<file path="config.mk">
export PLATFORM = sky130hd
export DESIGN_NAME = l1_biu
export DESIGN_NICKNAME = d
export VERILOG_FILES = /design/src/rtl/l1_biu.sv
export SDC_FILE = /design/constraint.sdc
export NUM_CORES = 1
export LEC_CHECK = 0
export CAP_MARGIN = 20
export CORE_ASPECT_RATIO = 2
export CORE_MARGIN = 5
export CORE_UTILIZATION = 52
export DETAILED_ROUTE_END_ITERATION = 8
export PLACE_DENSITY_LB_ADDON = 0.25
export SLEW_MARGIN = 15
export SYNTH_ARGS = -nofsm -noshare
export SYNTH_HDL_FRONTEND = slang
export SYNTH_SLANG_ARGS = --single-unit
</file>
<file path="constraint.sdc">
create_clock -name clk -period 2.9 [get_ports clk]
set_input_delay 0.435 -clock clk [delete_from_list [all_inputs] [get_ports clk]]
set_output_delay 0.435 -clock clk [all_outputs]
set_load 0.01 [all_outputs]
</file>
<file path="src/rtl/l1_biu.sv">
// l1_biu: memory-side bus interface unit of the unified L1 cache.
// Runs write-through, single-read and line-fill requests as byte bus cycles.
module l1_biu #(
    parameter int ADDR_WIDTH = 24,
    parameter int LINE_SIZE  = 128,
    parameter int LINE_WID   = $clog2(LINE_SIZE),
    parameter int TIMEOUT    = 255
) (
    input  logic                  clk,
    input  logic                  rst,
    input  logic                  write_through_req,
    input  logic                  read_req,
    input  logic                  read_line_req,
    input  logic [ADDR_WIDTH-1:0] pa,
    input  logic [7:0]            wt_data,
    output logic [7:0]            line_data,
    output logic [LINE_WID-1:0]   addr_count,
    output logic                  line_write,
    output logic                  cache_entry_refill,
    output logic                  trans_rdy,
    output logic                  bus_error,
    output logic [ADDR_WIDTH-1:0] mem_addr,
    output logic [7:0]            mem_wdata,
    output logic                  mem_rd,
    output logic                  mem_wr,
    input  logic [7:0]            mem_rdata,
    input  logic                  mem_ack,
    input  logic                  mem_err
);
    localparam int TW = (TIMEOUT > 0) ? $clog2(TIMEOUT + 1) : 1;
    localparam int BW = ADDR_WIDTH - LINE_WID;

    typedef enum logic [2:0] {
        IDLE, LREQ, LWR, SRD, SWR, DONE, FAULT
    } state_t;

    state_t                state_q, state_d;
    logic [BW-1:0]         base_q, base_d;
    logic [LINE_WID-1:0]   beat_q, beat_d;
    logic [TW-1:0]         tmo_q, tmo_d;
    logic [7:0]            line_data_q, line_data_d;
    logic [LINE_WID-1:0]   addr_count_q, addr_count_d;
    logic                  line_write_q, line_write_d;
    logic                  refill_q, refill_d;
    logic                  trans_rdy_q, trans_rdy_d;
    logic                  bus_error_q, bus_error_d;
    logic [ADDR_WIDTH-1:0] mem_addr_q, mem_addr_d;
    logic [7:0]            mem_wdata_q, mem_wdata_d;
    logic                  mem_rd_q, mem_rd_d;
    logic                  mem_wr_q, mem_wr_d;
    logic                  tmo_hit;
    logic                  bus_fail;

    // Timeout behaves exactly like mem_err, so it also wins over mem_ack.
    assign tmo_hit  = (TIMEOUT != 0) && (tmo_q == TW'(TIMEOUT));
    assign bus_fail = mem_err || tmo_hit;

    always_comb begin
        state_d      = state_q;
        base_d       = base_q;
        beat_d       = beat_q;
        tmo_d        = tmo_q;
        line_data_d  = line_data_q;
        addr_count_d = addr_count_q;
        mem_addr_d   = mem_addr_q;
        mem_wdata_d  = mem_wdata_q;
        line_write_d = 1'b0;
        refill_d     = 1'b0;
        trans_rdy_d  = 1'b0;
        bus_error_d  = 1'b0;
        mem_rd_d     = 1'b0;
        mem_wr_d     = 1'b0;
        unique case (state_q)
            IDLE: begin
                tmo_d = '0;
                if (read_line_req) begin
                    base_d      = pa[ADDR_WIDTH-1:LINE_WID];
                    beat_d      = '0;
                    mem_addr_d  = {pa[ADDR_WIDTH-1:LINE_WID], {LINE_WID{1'b0}}};
                    mem_wdata_d = wt_data;
                    mem_rd_d    = 1'b1;
                    state_d     = LREQ;
                end else if (read_req) begin
                    mem_addr_d  = pa;
                    mem_wdata_d = wt_data;
                    mem_rd_d    = 1'b1;
                    state_d     = SRD;
                end else if (write_through_req) begin
                    mem_addr_d  = pa;
                    mem_wdata_d = wt_data;
                    mem_wr_d    = 1'b1;
                    state_d     = SWR;
                end
            end
            LREQ: begin
                if (bus_fail) begin
                    bus_error_d = 1'b1;
                    state_d     = FAULT;
                end else if (mem_ack) begin
                    line_data_d  = mem_rdata;
                    addr_count_d = beat_q;
                    line_write_d = 1'b1;
                    state_d      = LWR;
                end else begin
                    mem_rd_d = 1'b1;
                    tmo_d    = tmo_q + TW'(1);
                end
            end
            LWR: begin
                if (beat_q == LINE_WID'(LINE_SIZE - 1)) begin
                    trans_rdy_d = 1'b1;
                    refill_d    = 1'b1;
                    state_d     = DONE;
                end else begin
                    beat_d     = beat_q + LINE_WID'(1);
                    mem_addr_d = {base_q, beat_q + LINE_WID'(1)};
                    mem_rd_d   = 1'b1;
                    tmo_d      = '0;
                    state_d    = LREQ;
                end
            end
            SRD: begin
                if (bus_fail) begin
                    bus_error_d = 1'b1;
                    state_d     = FAULT;
                end else if (mem_ack) begin
                    line_data_d = mem_rdata;
                    trans_rdy_d = 1'b1;
                    state_d     = DONE;
                end else begin
                    mem_rd_d = 1'b1;
                    tmo_d    = tmo_q + TW'(1);
                end
            end
            SWR: begin
                if (bus_fail) begin
                    bus_error_d = 1'b1;
                    state_d     = FAULT;
                end else if (mem_ack) begin
                    trans_rdy_d = 1'b1;
                    state_d     = DONE;
                end else begin
                    mem_wr_d = 1'b1;
                    tmo_d    = tmo_q + TW'(1);
                end
            end
            DONE:    state_d = IDLE;
            FAULT:   state_d = IDLE;
            default: state_d = IDLE;
        endcase
    end

    always_ff @(posedge clk) begin
        if (rst) begin
            state_q      <= IDLE;
            base_q       <= '0;
            beat_q       <= '0;
            tmo_q        <= '0;
            line_data_q  <= '0;
            addr_count_q <= '0;
            line_write_q <= 1'b0;
            refill_q     <= 1'b0;
            trans_rdy_q  <= 1'b0;
            bus_error_q  <= 1'b0;
            mem_addr_q   <= '0;
            mem_wdata_q  <= '0;
            mem_rd_q     <= 1'b0;
            mem_wr_q     <= 1'b0;
        end else begin
            state_q      <= state_d;
            base_q       <= base_d;
            beat_q       <= beat_d;
            tmo_q        <= tmo_d;
            line_data_q  <= line_data_d;
            addr_count_q <= addr_count_d;
            line_write_q <= line_write_d;
            refill_q     <= refill_d;
            trans_rdy_q  <= trans_rdy_d;
            bus_error_q  <= bus_error_d;
            mem_addr_q   <= mem_addr_d;
            mem_wdata_q  <= mem_wdata_d;
            mem_rd_q     <= mem_rd_d;
            mem_wr_q     <= mem_wr_d;
        end
    end

    assign line_data          = line_data_q;
    assign addr_count         = addr_count_q;
    assign line_write         = line_write_q;
    assign cache_entry_refill = refill_q;
    assign trans_rdy          = trans_rdy_q;
    assign bus_error          = bus_error_q;
    assign mem_addr           = mem_addr_q;
    assign mem_wdata          = mem_wdata_q;
    assign mem_rd             = mem_rd_q;
    assign mem_wr             = mem_wr_q;
endmodule

</file>
==> flow_metrics.py, run 1 <==
metrics = {
    "sta": {
        "post-route-min-period_ns": 2.11,
        "holdWs_ns": 0.456,
        "post-route-period-util": 0.727,
        "worstMarginPinSlew_ns": 0.685,
        "drv_slew": 0,
        "hold_viol": 0,
        "rsz0062_at_grt": "no",
        "clock.fmax_mhz": 475,
        "setup_tns_ns": 0,
        "setup_violations": 0,
        "clock_skew_ns": 0.00717,
        "slew-limit-headroom": 0.543,
    },
    "route": {
        "dr_wl_met3_um": 490,
        "drt-total-wl_um": 9460,
        "vias": 3410,
        "vias_per_cell": 5.47,
        "wl_met1_um": 3510,
        "final_antenna_net_count": 0,
        "drc": 0,
        "wl_per_cell_um": 15.2,
        "dr.max_layer_used": "met4",
        "dr.pass1.iters": 4,
        "wl_met2_um": 5210,
        "first_iter_violations": 195,
    },
    "cts": {
        "clk_latency_ns": 0.34,
        "cts.sink_count": 88,
        "clk_pin_slew_ns": 0.07,
        "cts.hold.buffers_added": 0,
        "cts_root_buffer": "clkbuf_16",
        "cts.path.max_buffers": 2,
        "cts_resized": 0,
        "cts_buffers": 9,
        "htreeDepth": 3,
        "post_cts_buffers": 0,
        "cts_tree": "yes",
    },
    "power": {
        "p_sw_w": 0.00162,
        "ir_drop_uv": 536,
        "p_int_w": 0.00304,
        "seqPwrFrac": 0.359,
        "p_sw_frac": 0.348,
        "clkPwrFrac": 0.270,
        "pwr-share-comb": 0.371,
        "power_density_nw_per_um2": 907,
        "p_leak_nw": 1.93,
    },
    "setup_path": {
        "criticalPathCategory": "register to register",
        "required_ns": 3.09,
        "cp_max_fo": 48,
        "start_kind": "register",
        "slowest_stage": "dfxtp_1",
        "worst_path_largest_cell_delay_ns": 0.45,
        "crit_chain": "ha_1 -> nand3_2 -> nor2_4 -> nand2_1 -> a21o_4 -> nor2_1 -> a311oi_2",
        "cp.arrival_ns": 2.30,
        "worstSetupEndpointType": "register",
    },
    "logic_synthesis": {
        "async_flop_share": 0,
        "syn_avg_cell_area_um2": 8.68,
        "synth_edf_count": 0,
        "synth-main-ff-cell": "dfxtp_1",
        "yosys_warnings": 0,
        "synthCells": 438,
        "yosys.area_share.adder": 0.00659,
        "synthDistinctLibCells": 55,
        "syn_area_um2": 3800,
        "synthSimpleGateAreaFrac": 0.229,
        "synth_seq_cells": 88,
        "ys_seq_area_frac": 0.464,
        "synth_compound_area_frac": 0.189,
        "syn_nets": 487,
        "synthMuxAreaShare": 0.0606,
        "synth_xor_area_frac": 0.0115,
        "synth_top_family_by_area": "simple AND/OR/NAND/NOR gates",
    },
    "layout": {
        "fin_util": 0.713,
        "layout.nets": 575,
        "drive_gt1_frac": 0.0829,
        "syn2layout_area_growth_pct": 35.2,
        "final_area_um2": 5140,
        "num_antenna_cells": 0,
    },
    "floorplanning": {
        "core_um2": 7210,
        "rows": 44,
        "die_width_um": 70.4,
        "start_util": 0.527,
        "die_h_um": 131,
        "io-pin-count": 100,
        "dieArea_um2": 9220,
    },
    "place": {
        "post_dp_cell_area_um2": 4810,
        "place_hpwl_um": 6850,
        "place_congestion": 0.833,
        "port_buffers": 99,
    },
    "grt": {
        "grt_max_degree": 49,
        "antenna_found_initial": 0,
        "grt_first_pass_wirelength_um": 15500,
        "grt_overflow": 0,
        "grt_usage": 0.209,
        "grt_pass1_vias": 3274,
    },
    "job": {
        "maxCapViolCount": 0,
    },
    "hold_path": {
        "hold_path.class": "register to register",
    },
    "run_status": {
        "outcome": "finished, final reports clean",
    },
}
-- cells in the final DEF (no fill, tap or decap), types with 2 or more instances in the layout --
cell,synthesis,layout
bufinv_16,0,2
o21a_1,2,2
or3_1,3,3
a311oi_2,3,3
inv_6,0,3
nand2_1,80,80
mux2i_1,23,23
a21o_4,2,2
a22oi_1,2,2
nand3_1,9,9
nor2_1,66,66
ha_1,2,2
inv_1,2,2
clkbuf_16,0,9
and3_1,5,5
buf_4,1,6
o21ai_0,5,5
nor3_1,7,6
nand2b_1,2,2
xnor2_1,4,4
nor3_2,1,2
dfxtp_1,88,88
a21oi_1,34,34
a211oi_1,8,8
nand3b_1,4,4
o31ai_1,6,6
and2_2,2,2
a31oi_1,6,6
a21o_1,5,5
clkdlybuf4s50_1,0,98
a311oi_1,14,14
-- layer usage --
metal	vias up	GRT usage
met1	1585	0.218
met4	0	0.100
li1	1708	-
met2	97	0.378
met3	20	0.0628
met5	-	0
-- cells by family (layout without fill, tap and decap cells) --
family          Yosys count  after routing
xor+xnor                  5              5
compound gates           98             98
simple gates            191            191
buf+inv                  31            124
mux                      23             23
fa+ha+maj                 2              2
flops                    88             88
-- power groups by stage --
stage / sequential (W) / combinational, W / clock (W)
finish: 0.00167 / 0.00173 / 0.00126
global route: 0.00171 / 0.00190 / 0.00133
CTS: 0.00168 / 0.00174 / 0.00128
detailed placement: 0.00170 / 0.00173 / 0
global placement: 0.00169 / 0.00169 / 0
floorplan: 0.00172 / 0.00113 / 0
-- cell usage after synthesis (4+ instances only) --
library cell / instances / area, um2
dfxtp_1: 88 / 1760
nand2_1: 80 / 300
nor2_1: 66 / 248
a21oi_1: 34 / 170
mux2i_1: 23 / 230
clkbuf_1: 17 / 63.8
a311oi_1: 14 / 123
nand3_1: 9 / 45.0
a211oi_1: 8 / 60.1
buf_2: 7 / 35.0
nor3_1: 7 / 35.0
a31oi_1: 6 / 37.5
o31ai_1: 6 / 45.0
a21o_1: 5 / 37.5
and3_1: 5 / 31.3
o21ai_0: 5 / 25.0
nand3b_1: 4 / 30.0
xnor2_1: 4 / 35.0
-- critical path: cells and delay by family, from the launching register on --
family / cells / cell delay, ns
and+or+nand+nor: 4 / 0.72
AOI/OAI and AO/OA: 2 / 0.49
DFF: 1 / 0.45
adders and majority gates: 1 / 0.29
-- state kept, by name (all words and copies together), names as in the netlist --
signal and cells:
addr_count 7, base_q 17, beat_q 7, bus_error 1
cache_entry_refill 1, line_data 8, line_write 1, mem_addr 24
mem_rd 1, mem_wdata 8, mem_wr 1, state_q 3
tmo_q 8, trans_rdy 1
-- worst paths after layout --
| kind | startpoint | endpoint | slack, ns | cells after the start |
|---|---|---|---|---|
| max | beat_q[0]$_SDFFE_PP0P_ | mem_addr[18]$_SDFFE_PP0P_ | 0.79 | 7 |
| min | base_q[2]$_SDFFE_PP0P_ | base_q[2]$_SDFFE_PP0P_ | 0.46 | 2 |
| max reg2reg | beat_q[0]$_SDFFE_PP0P_ | mem_addr[18]$_SDFFE_PP0P_ | 0.79 | 7 |
| min reg2reg | base_q[2]$_SDFFE_PP0P_ | base_q[2]$_SDFFE_PP0P_ | 0.46 | 2 |
-- layout make-up --
class / instances / area [um2]
Fill cell: 572 / 2070
Multi-Input combinational cell: 319 / 1890
Sequential cell: 88 / 1760
Timing Repair Buffer: 105 / 1030
Clock buffer: 9 / 225
Tap cell: 92 / 115
Clock inverter: 7 / 103
Inverter: 3 / 11.3
-- through the flow --
step | std cells | setup WS [ns] | total power [W]
final | 623 | 0.793 | 0.00466
after global routing | 623 | 0.631 | 0.00495
after detailed placement | 607 | 0.674 | 0.00343
after global placement | 607 | 0.728 | 0.00338
after CTS | 623 | 0.797 | 0.00470
after floorplan | 438 | 1.00 | 0.00285
No activity file was read; power rests on OpenSTA's default activity.
==> inputs of run 2 (changes only) <==
- CORE_UTILIZATION: 52 -> 48
- clock period: 2.9 -> 2.12 ns (I/O delays scaled with it)
==> flow_metrics.py, run 2 (synthesized netlist as in run 1, its figures left out) <==
metrics = {
    "setup_path": {
        "criticalPathCategory": "register to register",
        "required_ns": 2.35,
        "cp.arrival_ns": 2.23,
        "slowest_stage": "dfxtp_1",
        "worst_path_largest_cell_delay_ns": 0.38,
        "start_kind": "register",
        "cp_max_fo": 24,
        "worstSetupEndpointType": "register",
        "crit_chain": "ha_1 -> nand3_2 -> nor2_4 -> nand2_1 -> a21o_4 -> a311oi_1",
    },
    "cts": {
        "post_cts_buffers": 0,
        "clk_latency_ns": 0.33,
        "cts.path.max_buffers": 2,
        "cts_resized": 0,
        "clk_pin_slew_ns": 0.06,
        "cts.hold.buffers_added": 0,
        "cts_tree": "yes",
        "htreeDepth": 3,
        "cts.sink_count": 88,
        "cts_buffers": 9,
        "cts_root_buffer": "clkbuf_16",
    },
    "grt": {
        "grt_first_pass_wirelength_um": 15000,
        "grt_overflow": 0,
        "antenna_found_initial": 0,
        "grt_max_degree": 49,
        "grt_usage": 0.189,
        "grt_pass1_vias": 3260,
    },
    "sta": {
        "hold_viol": 0,
        "worstMarginPinSlew_ns": 0.539,
        "rsz0062_at_grt": "yes",
        "clock.fmax_mhz": 499,
        "drv_slew": 0,
        "fin_ws_ns": 0.116,
        "clock_skew_ns": 0.00587,
        "holdWs_ns": 0.375,
        "post-route-min-period_ns": 2.00,
        "setup_violations": 0,
        "slew-limit-headroom": 0.640,
        "post-route-period-util": 0.945,
    },
    "route": {
        "drc": 0,
        "final_antenna_net_count": 0,
        "wl_met2_um": 4520,
        "dr.max_layer_used": "met4",
        "first_iter_violations": 301,
        "wl_per_cell_um": 14.6,
        "dr_wl_met3_um": 623,
        "vias_per_cell": 5.36,
        "wl_met1_um": 4050,
        "dr.pass1.iters": 5,
        "vias": 3434,
        "drt-total-wl_um": 9360,
    },
    "layout": {
        "syn2layout_area_growth_pct": 38.1,
        "num_antenna_cells": 0,
        "fill_cells": 699,
        "largest_reg_flops": 24,
        "layout.nets": 590,
        "final_cell_mix": "98 x clkdlybuf4s50_1, 88 x dfxtp_1, 80 x nand2_1",
        "fin_util": 0.670,
        "final_common_cell": "clkdlybuf4s50_1",
        "drive_gt1_frac": 0.106,
    },
    "place": {
        "place_congestion": 0.871,
        "place_hpwl_um": 6340,
        "port_buffers": 99,
        "dp_slack_ns": 0.0351,
    },
    "floorplanning": {
        "die_h_um": 136,
        "rows": 46,
        "io-pin-count": 100,
        "dieArea_um2": 9900,
        "die_width_um": 72.9,
        "start_util": 0.485,
        "core_um2": 7830,
    },
    "power": {
        "finalPower_w": 0.00646,
        "ir_drop_uv": 700,
        "power_density_nw_per_um2": 1230,
        "p_leak_nw": 2.00,
    },
    "run_status": {
        "outcome": "finished, final reports clean",
    },
    "hold_path": {
        "hold_path.class": "primary input to register",
    },
    "job": {
        "maxCapViolCount": 0,
    },
}
## run 2: metrics by stage
stage | cell area [um2] | TNS, ns | instances
2_1_floorplan | 3800 | 0 | 438
3_3_place_gp | 4920 | 0 | 625
3_5_place_dp | 4920 | 0 | 625
4_1_cts | 5230 | 0 | 640
5_1_grt | 5250 | -0.0352 | 641
6_report | 5250 | 0 | 641
## run 2: routing by layer
metal	track usage	up-vias
met3	0.0518	9
met4	0.0688	0
met1	0.245	1580
met5	0	-
met2	0.298	102
li1	-	1743
## run 2: final timing paths
check	to	cells past startpoint	startpoint	slack (ns)
setup / recovery	mem_addr[23]$_SDFFE_PP0P_	6	beat_q[1]$_SDFFE_PP0P_	0.12
setup reg to reg	mem_addr[23]$_SDFFE_PP0P_	6	beat_q[1]$_SDFFE_PP0P_	0.12
hold / removal	state_q[2]$_SDFFE_PP0P_	2	rst	0.38
hold reg to reg	base_q[11]$_SDFFE_PP0P_	2	base_q[11]$_SDFFE_PP0P_	0.45
## run 2: report_power, final
group,internal (W),switching (W)
registers,0.00202,0.000255
logic,0.00121,0.00136
clock network,0.00100,0.000609
total,0.00423,0.00222
## run 2: cell type report
type                       instances  area [um2]  share of cell area
timing repair buffer             119        1140               0.217
clock buffer                      13         270              0.0515
multi-input combinational        320        1910               0.364
tap                               96         120              0.0229
sequential                        88        1760               0.336
inverter                           3        11.3             0.00215
clock inverter                     2        37.5             0.00715
## run 2: critical path: cells and delay by family, from the launching register on
kind,cells,cell delay [ns]
AND/OR/NAND/NOR,3,0.58
AO/OA/AOI/OAI,2,0.66
flip-flops,1,0.38
adder cells (fa/ha/maj),1,0.27
